--- src/rtl/stopwatch_pkg.sv ---
// Shared display constants for the stopwatch display consumers.
// Contents: active-low 7-segment patterns {dp,g,f,e,d,c,b,a} for BCD 0..9,
// the blank pattern, per-slot anode patterns (an[3] = leftmost digit),
// and the scan slot index type.
package stopwatch_pkg;

  localparam logic [7:0] SEG_BLANK = 8'hFF;
  localparam logic [7:0] SEG_0     = 8'hC0;
  localparam logic [7:0] SEG_1     = 8'hF9;
  localparam logic [7:0] SEG_2     = 8'hA4;
  localparam logic [7:0] SEG_3     = 8'hB0;
  localparam logic [7:0] SEG_4     = 8'h99;
  localparam logic [7:0] SEG_5     = 8'h92;
  localparam logic [7:0] SEG_6     = 8'h82;
  localparam logic [7:0] SEG_7     = 8'hF8;
  localparam logic [7:0] SEG_8     = 8'h80;
  localparam logic [7:0] SEG_9     = 8'h90;

  localparam logic [3:0] AN_IDX0 = 4'b0111;
  localparam logic [3:0] AN_IDX1 = 4'b1011;
  localparam logic [3:0] AN_IDX2 = 4'b1101;
  localparam logic [3:0] AN_IDX3 = 4'b1110;
  localparam logic [3:0] AN_OFF  = 4'b1111;

  // Scan slot, left to right on the display.
  typedef enum logic [1:0] {
    IDX_MIN10 = 2'd0,
    IDX_MIN1  = 2'd1,
    IDX_SEC10 = 2'd2,
    IDX_SEC1  = 2'd3
  } digit_idx_e;

  // Anode pattern that enables the digit of a given scan slot.
  function automatic logic [3:0] an_for_idx(input digit_idx_e idx);
    logic [3:0] an_v;
    case (idx)
      IDX_MIN10: an_v = AN_IDX0;
      IDX_MIN1:  an_v = AN_IDX1;
      IDX_SEC10: an_v = AN_IDX2;
      IDX_SEC1:  an_v = AN_IDX3;
      default:   an_v = AN_OFF;
    endcase
    return an_v;
  endfunction

endpackage

--- src/rtl/bcd_seg_lut.sv ---
// Combinational BCD to active-low 7-segment decoder.
// Ports:
//   bcd_i  [3:0] BCD digit; codes above 9 decode to blank
//   seg_o  [7:0] active-low {dp,g,f,e,d,c,b,a}; dp is always off here
module bcd_seg_lut
  import stopwatch_pkg::*;
(
  input  logic [3:0] bcd_i,
  output logic [7:0] seg_o
);

  // Digit decode table with blank fallback for non-BCD codes.
  always_comb begin
    seg_o = SEG_BLANK;
    case (bcd_i)
      4'd0:    seg_o = SEG_0;
      4'd1:    seg_o = SEG_1;
      4'd2:    seg_o = SEG_2;
      4'd3:    seg_o = SEG_3;
      4'd4:    seg_o = SEG_4;
      4'd5:    seg_o = SEG_5;
      4'd6:    seg_o = SEG_6;
      4'd7:    seg_o = SEG_7;
      4'd8:    seg_o = SEG_8;
      4'd9:    seg_o = SEG_9;
      default: seg_o = SEG_BLANK;
    endcase
  end

endmodule

--- src/rtl/seg_scan_blink.sv ---
// Stopwatch display stage: time-multiplexes four BCD digits onto a 4-digit
// common-anode 7-segment display and blinks the selected pair in adjust mode.
// All timing comes from clock-enable counters on clk (no derived clocks).
// Parameters (each must be >= 1):
//   REFRESH_DIV  clk cycles per digit slot
//   BLINK_DIV    clk cycles per blink phase
//   DP_SEP       1 = light the dp of the min1 digit as min/sec separator
// Ports:
//   clk, rst                  system clock, async active-high reset
//   min10, min1, sec10, sec1  BCD digits, left to right
//   adj                       adjust mode (level)
//   sel                       0 = blink seconds pair, 1 = blink minutes pair
//   an  [3:0]                 registered active-low anodes, an[3] leftmost
//   seg [7:0]                 registered active-low {dp,g,f,e,d,c,b,a}
module seg_scan_blink
  import stopwatch_pkg::*;
#(
  parameter int unsigned REFRESH_DIV = 250000,
  parameter int unsigned BLINK_DIV   = 25000000,
  parameter bit          DP_SEP      = 1'b0
) (
  input  logic       clk,
  input  logic       rst,
  input  logic [3:0] min10,
  input  logic [3:0] min1,
  input  logic [3:0] sec10,
  input  logic [3:0] sec1,
  input  logic       adj,
  input  logic       sel,
  output logic [3:0] an,
  output logic [7:0] seg
);

  localparam int RW = (REFRESH_DIV > 1) ? $clog2(REFRESH_DIV) : 1;
  localparam int BW = (BLINK_DIV > 1) ? $clog2(BLINK_DIV) : 1;
  localparam logic [RW-1:0] REFRESH_LAST = RW'(REFRESH_DIV - 1);
  localparam logic [BW-1:0] BLINK_LAST   = BW'(BLINK_DIV - 1);

  logic [RW-1:0] refresh_cnt_q, refresh_cnt_d;
  logic [BW-1:0] blink_cnt_q, blink_cnt_d;
  digit_idx_e    idx_q, idx_d;
  logic          phase_q, phase_d;  // 1 = visible half of the blink period
  logic [3:0]    an_q, an_d;
  logic [7:0]    seg_q, seg_d;

  logic [3:0]    digit_s;
  logic [7:0]    lut_seg_s;

  bcd_seg_lut u_lut (
    .bcd_i (digit_s),
    .seg_o (lut_seg_s)
  );

  // Slot timer and scan index; free-running regardless of adjust mode.
  always_comb begin
    refresh_cnt_d = refresh_cnt_q + {{(RW-1){1'b0}}, 1'b1};
    idx_d         = idx_q;
    if (refresh_cnt_q == REFRESH_LAST) begin
      refresh_cnt_d = '0;
      idx_d         = digit_idx_e'(idx_q + 2'd1);
    end else begin
      refresh_cnt_d = refresh_cnt_q + {{(RW-1){1'b0}}, 1'b1};
    end
  end

  // Blink timer: parked at the start of a visible phase outside adjust mode,
  // so each adjust entry begins visible.
  always_comb begin
    blink_cnt_d = '0;
    phase_d     = 1'b1;
    if (!adj) begin
      blink_cnt_d = '0;
      phase_d     = 1'b1;
    end else if (blink_cnt_q == BLINK_LAST) begin
      blink_cnt_d = '0;
      phase_d     = ~phase_q;
    end else begin
      blink_cnt_d = blink_cnt_q + {{(BW-1){1'b0}}, 1'b1};
      phase_d     = phase_q;
    end
  end

  // Output function of the current slot; registered below for clean pins.
  always_comb begin
    digit_s = min10;
    case (idx_q)
      IDX_MIN10: digit_s = min10;
      IDX_MIN1:  digit_s = min1;
      IDX_SEC10: digit_s = sec10;
      IDX_SEC1:  digit_s = sec1;
      default:   digit_s = min10;
    endcase

    an_d  = AN_OFF;
    seg_d = SEG_BLANK;
    // idx_q[1] is 0 for the minutes pair, 1 for the seconds pair.
    if (adj && !phase_q && (sel ? !idx_q[1] : idx_q[1])) begin
      an_d  = AN_OFF;
      seg_d = SEG_BLANK;
    end else begin
      an_d  = an_for_idx(idx_q);
      seg_d = {~(DP_SEP && (idx_q == IDX_MIN1)), lut_seg_s[6:0]};
    end
  end

  // State and output registers.
  always_ff @(posedge clk or posedge rst) begin
    if (rst) begin
      refresh_cnt_q <= '0;
      idx_q         <= IDX_MIN10;
      blink_cnt_q   <= '0;
      phase_q       <= 1'b1;
      an_q          <= AN_OFF;
      seg_q         <= SEG_BLANK;
    end else begin
      refresh_cnt_q <= refresh_cnt_d;
      idx_q         <= idx_d;
      blink_cnt_q   <= blink_cnt_d;
      phase_q       <= phase_d;
      an_q          <= an_d;
      seg_q         <= seg_d;
    end
  end

  assign an  = an_q;
  assign seg = seg_q;

endmodule

--- config.mk ---
export PLATFORM = sky130hd
export DESIGN_NAME = seg_scan_blink
export DESIGN_NICKNAME = d
export VERILOG_FILES = /design/src/rtl/stopwatch_pkg.sv /design/src/rtl/bcd_seg_lut.sv /design/src/rtl/seg_scan_blink.sv
export SDC_FILE = /design/constraint.sdc
export NUM_CORES = 1
export LEC_CHECK = 0
export BUFFER_PORTS_ARGS = -buffer_cell sky130_fd_sc_hd__buf_4
export CAP_MARGIN = 5
export CORE_MARGIN = 2
export CORE_UTILIZATION = 40
export CTS_CLUSTER_DIAMETER = 40
export CTS_CLUSTER_SIZE = 28
export DETAILED_ROUTE_END_ITERATION = 10
export PLACE_DENSITY = 0.57
export SETUP_SLACK_MARGIN = 0.3
export SLEW_MARGIN = 0
export SYNTH_ARGS = -nofsm -noshare
export SYNTH_HDL_FRONTEND = slang
export SYNTH_HIERARCHICAL = 1
export SYNTH_SLANG_ARGS = --single-unit
--- constraint.sdc ---
create_clock -name clk -period 3.05 [get_ports clk]
set_input_delay 0.1525 -clock clk [delete_from_list [all_inputs] [get_ports clk]]
set_output_delay 0.1525 -clock clk [all_outputs]
set_load 0.1 [all_outputs]
==> results of run 1 <==
-- cell usage in the layout (no fill, tap or decap), drive strengths merged, types with 13 or more instances in the layout --
cell type	n
buf	33
nand2	24
inv	14
nor2	31
a21oi	14
nand4	15
dfrtp	45
nand3	13
xor2	17
-- worst paths after layout --
| check | slack [ps] | cells past startpoint | end |
|---|---|---|---|
| worst max-delay path | 670 | 9 | seg[3] |
| worst min-delay path | 20 | 3 | refresh_cnt_q[16] |
| worst max register to register | 670 | 9 | seg[3] |
| worst min register to register | 480 | 1 | refresh_cnt_q[16] |
| max in group asynchronous | 2550 | 3 | blink_cnt_q[5] |
| min in group clk | 40 | 2 | phase_q |
-- critical path, delay by kind of cell (launching register included) --
kind | cells | cell delay, ps
mux | 1 | 510
flops | 1 | 400
simple gates | 3 | 410
buf+inv | 2 | 310
fa+ha+maj | 2 | 530
compound gates | 1 | 140
-- layout make-up --
| cell class | count | share of cell area, % |
|---|---|---|
| repair buffers | 33 | 7.02 |
| multi-input cells | 217 | 41.3 |
| flip-flops and latches | 57 | 40.9 |
| clock buffers | 12 | 4.40 |
| inverters | 14 | 1.49 |
| well taps | 99 | 3.51 |
| clock inverters | 4 | 1.45 |
-- per-stage QoR --
stage,instance area (um2),instances
floorplan,3030,298
global placement,3320,420
detailed placement,3320,420
CTS,3530,436
global route,3530,436
finish,3530,436
-- sequential cells by signal, summed over array words and instances (netlist names) --
signal / flops
blink_cnt_q: 25
refresh_cnt_q: 18
seg: 7
an: 4
idx_q: 2
phase_q: 1
-- where the power goes --
part,internal [mW],switching [mW]
Sequential,0.773,0.00533
Clock,0.422,0.299
Combinational,0.0439,0.115
-- routing by layer --
metal	wire [um]	vias to the layer above	GRT usage, %
li1	-	1119	-
met1	2750	1088	20.1
met2	2890	36	25.5
met3	197	2	5.31
met4	32	0	3.79
met5	0	-	0
==> impl_metrics.env, run 1 <==
export IMPL_status="complete, no violations"
export IMPL_cts_tree="done"
export IMPL_regArea_mm2=0.00144
export IMPL_core_mm2=0.00729
export IMPL_power_density_mw_per_mm2=470
export IMPL_fmax_ghz=0.420
export IMPL_cts_made_buffers=9
export IMPL_avgViaCountPerCell=5.15
export IMPL_rows=31
export IMPL_cp_required_ps=3290
export IMPL_die_w_um=91.0
export IMPL_cp_arrival_ps=2620
export IMPL_timing_slew_headroom_pct=46.0
export IMPL_wl_um=5880
export IMPL_routedWlPerCell_um=13.5
export IMPL_dp_slack_ps=694
export IMPL_cts_resized=0
export IMPL_start_util_pct=41.5
export IMPL_remaining_drc_errors=0
export IMPL_io_pins=32
export IMPL_crit_start="idx_q[0]"
export IMPL_clk_latency_ps=330
export IMPL_worstMarginPinSlew_ps=787
export IMPL_finalWeightedCongestion=0.754
export IMPL_grt_pass1_vias=2220
export IMPL_skew_ps=10.7
export IMPL_yosys_warnings=6
export IMPL_io_buffer_count=30
export IMPL_whs_ps=19.8
export IMPL_drv_slew=0
export IMPL_multi_input_area_mm2=0.00146
export IMPL_grt_max_degree=58
export IMPL_worstReg2RegStart="idx_q[0]"
export IMPL_tns_ps=0
export IMPL_clock_sinks=57
export IMPL_antenna_found_initial=0
export IMPL_worstSetupPathType="reg -> reg"
export IMPL_min_path_type="in -> async"
export IMPL_grt_overflow=0
export IMPL_drt_iter0_drc=61
export IMPL_post_route_util_pct=48.4
export IMPL_final_hold_viol_count=0
export IMPL_die_area_mm2=0.00828
export IMPL_setup_slack_ps=668
export IMPL_fillers=718
export IMPL_path_cells="inv_1 -> ha_1 -> mux2i_1 -> inv_1 -> ha_1 -> or2_1 -> a21oi_1 -> nor2_1 -> nand2b_1"
export IMPL_hpwlAfterDp_um=4170
export IMPL_cts_hold_buf=0
export IMPL_drv_cap=0
export IMPL_htreeDepth=3
export IMPL_ir_worst_vdd_mv=0.345
export IMPL_area_growth_pct=16.6
export IMPL_avgSynthCellArea_um2=10.2
export IMPL_root_buffer="clkbuf_8"
export IMPL_vias=2245
export IMPL_postSynthCellCount=298
export IMPL_power_leakage_nw=1.59
export IMPL_fp_dieH_um=91.0
export IMPL_min_period_over_period_pct=78.1
export IMPL_synth_nets=329
export IMPL_drtAntennaViolNets=0
export IMPL_total_power_mw=1.66
export IMPL_start_kind="flop"
export IMPL_path_clk_slew_ps=70
export IMPL_grt_pass1_wl_um=10400
export IMPL_rsz0062_at_grt="no"
export IMPL_track_usage_pct=15.7
export IMPL_cts_buffer_depth=2
export IMPL_setup_violations=0
export IMPL_drive_above_1_share_pct=21.7
export IMPL_fin_nets=363
export IMPL_min_period_ps=2380
export IMPL_critPathMaxStageDelay_ps=510
export IMPL_postCtsSetupBuffers=0
export IMPL_crit_path_end_kind="flop"
export IMPL_crit_path_max_fanout=5
export IMPL_syn_area_mm2=0.00303
export IMPL_dr_pass1_iters=4
export IMPL_antenna_cells=0
export IMPL_crit_slowest_cell="mux2i_1"
(Power assumes the default switching activity.)
==> run 2: changes to the inputs <==
==> constraint.sdc (replaced) <==
create_clock -name clk -period 2.5 [get_ports clk]
set_input_delay 0.125 -clock clk [delete_from_list [all_inputs] [get_ports clk]]
set_output_delay 0.125 -clock clk [all_outputs]
set_load 0.1 [all_outputs]
==> run 2 against run 1 <==
Compared with the run above: the run now ends with hold timing left; first-iteration DRC count is 52% higher; final area grew 2.8%; wire length is 3.8% higher; critical endpoint is now seg[0]; clock power decreased by 0.6%; clock skew increased by 2.4 ps; non-clock buffer count increased by 7; via count is 0.58% higher; setup slack got worse by 300 ps; die area is the same; critical path depth did not move.
==> impl_metrics.env, run 2 (synthesis results as in run 1) <==
export IMPL_worstSetupPathType="reg -> reg"
export IMPL_largest_register="blink_cnt_q"
export IMPL_start_util_pct=41.5
export IMPL_vias=2258
export IMPL_drv_slew=0
export IMPL_min_period_over_period_pct=85.5
export IMPL_setup_slack_ps=364
export IMPL_largest_reg_flops=25
export IMPL_antenna_found_initial=0
export IMPL_crit_path_end_kind="flop"
export IMPL_p_switching_mw=0.515
export IMPL_total_power_mw=1.87
export IMPL_clk_latency_ps=330
export IMPL_die_w_um=91.0
export IMPL_final_hold_viol_count=2
export IMPL_drtAntennaViolNets=0
export IMPL_hpwlAfterDp_um=4260
export IMPL_dr_pass1_iters=5
export IMPL_io_buffer_count=30
export IMPL_area_growth_pct=19.8
export IMPL_status="finished, violations left"
export IMPL_cp_arrival_ps=2380
export IMPL_path_depth=9
export IMPL_drv_cap=0
export IMPL_whs_ps=-2.24
export IMPL_min_period_ps=2140
export IMPL_power_leakage_nw=1.60
export IMPL_rows=31
export IMPL_track_usage_pct=15.8
export IMPL_power_frac_clock_pct=38.3
export IMPL_final_common_cell="dfrtp_1"
export IMPL_layout_common_cells="dfrtp_1 (44), buf_4 (38), nor2_1 (30), nand2_1 (23), xor2_1 (17)"
export IMPL_cts_buffer_depth=2
export IMPL_start_kind="flop"
export IMPL_path_buf_inv=1
export IMPL_reg2reg_slack_ps=360
export IMPL_routedWlPerCell_um=13.8
export IMPL_grt_max_degree=58
export IMPL_cts_tree="done"
export IMPL_die_area_mm2=0.00828
export IMPL_seq_power_share_pct=50.7
export IMPL_path_cells="inv_2 -> ha_4 -> a222oi_1 -> mux2i_4 -> ha_2 -> or2_1 -> o21ai_1 -> a21oi_1 -> nand2b_1"
export IMPL_worstMarginPinSlew_ps=725
export IMPL_cp_required_ps=2740
export IMPL_reg2reg_depth=9
export IMPL_crit_slowest_cell="a222oi_1"
export IMPL_drt_iter0_drc=93
export IMPL_finalWeightedCongestion=0.760
export IMPL_htreeDepth=3
export IMPL_power_density_mw_per_mm2=517
export IMPL_core_mm2=0.00729
export IMPL_rsz0062_at_grt="yes"
export IMPL_grt_pass1_wl_um=10400
export IMPL_grt_pass1_vias=2245
export IMPL_worstReg2RegStart="idx_q[1]"
export IMPL_remaining_drc_errors=0
export IMPL_p_int_mw=1.36
export IMPL_root_buffer="clkbuf_8"
export IMPL_drive_above_1_share_pct=27.3
export IMPL_cp_top_family="compound AO/OA/AOI/OAI gates"
export IMPL_fin_nets=370
export IMPL_wl_um=6100
export IMPL_p_comb_share_pct=11.0
export IMPL_crit_start="idx_q[1]"
export IMPL_setup_violations=0
export IMPL_timing_slew_headroom_pct=51.7
export IMPL_fp_dieH_um=91.0
export IMPL_r2r_end="seg[0]"
export IMPL_avgViaCountPerCell=5.10
export IMPL_swShare_pct=27.5
export IMPL_dp_slack_ps=232
export IMPL_min_path_type="in -> async"
export IMPL_violations="hold timing"
export IMPL_tns_ps=0
export IMPL_fmax_ghz=0.468
export IMPL_skew_ps=13.1
export IMPL_antenna_cells=0
export IMPL_crit_path_max_fanout=5
export IMPL_ir_worst_vdd_mv=0.435
export IMPL_fillers=698
export IMPL_grt_overflow=0
export IMPL_critPathMaxStageDelay_ps=460
export IMPL_cts_made_buffers=9
export IMPL_path_clk_slew_ps=60
export IMPL_clock_sinks=57
export IMPL_io_pins=32
-- run 2: changes by cell type in the layout (fill, tap and decap cells not counted), moves of 3 or more --
cell      change
ha_2          +3
mux2i_1       -3
inv_1         -3
buf_4         +5
ha_1          -5
clkinv_2      +3
inv_2         +3
-- run 2: cell type report --
type	count	area (um2)	share of cell area, %
repair buffers	40	315	8.70
inverters	14	52.6	1.45
clock buffers	10	128	3.52
well taps	99	124	3.42
clock inverters	6	36.3	1.00
flip-flops and latches	57	1440	39.8
multi-input cells	217	1530	42.1
-- run 2: worst min-delay path: stages --
cell,delay [ps]
buf_4,110
inv_2,30
buf_4,560
-- run 2: worst max path at each step --
stage,endpoint
after floorplan,seg[3]
after global placement,seg[3]
after detailed placement,seg[3]
after CTS,seg[0]
after global routing,seg[3]
final,seg[0]
-- run 2: timing repair --
item | 4_1_cts | 5_1_grt
setup buffers | 1 | 3
hold endpoints to repair | 1 | 0
pin swaps | 2 | 8
hold buffers | 1 | 0
endpoints found under the setup margin | 2 | 7
gates resized for setup | 4 | 16
cloned | 0 | 0
-- run 2: through the flow --
stage,hold WS [ps],instance area (um2),util [%],std cells
floorplan,193,3030,-,298
finish,-2.24,3630,49.7,443
detailed placement,332,3350,46.0,422
global route,56.4,3630,49.7,443
CTS,18.4,3550,48.7,440
global placement,325,3350,46.0,422
-- run 2: power groups by stage --
stage          Clock, mW  Combinational, mW  Sequential, mW
6_report           0.717              0.207           0.951
4_1_cts            0.754              0.204           0.951
3_3_place_gp           0              0.201           0.967
2_1_floorplan          0             0.0692            1.04
5_1_grt            0.793              0.223           0.952
3_5_place_dp           0              0.200           0.968
-- run 2: routing by layer --
layer	part of all wire, %	vias up	GRT usage [%]
met5	0	-	0
met3	2.5	6	4.81
li1	-	1128	-
met2	50	28	26.2
met4	1.3	0	5.68
met1	46	1096	19.4
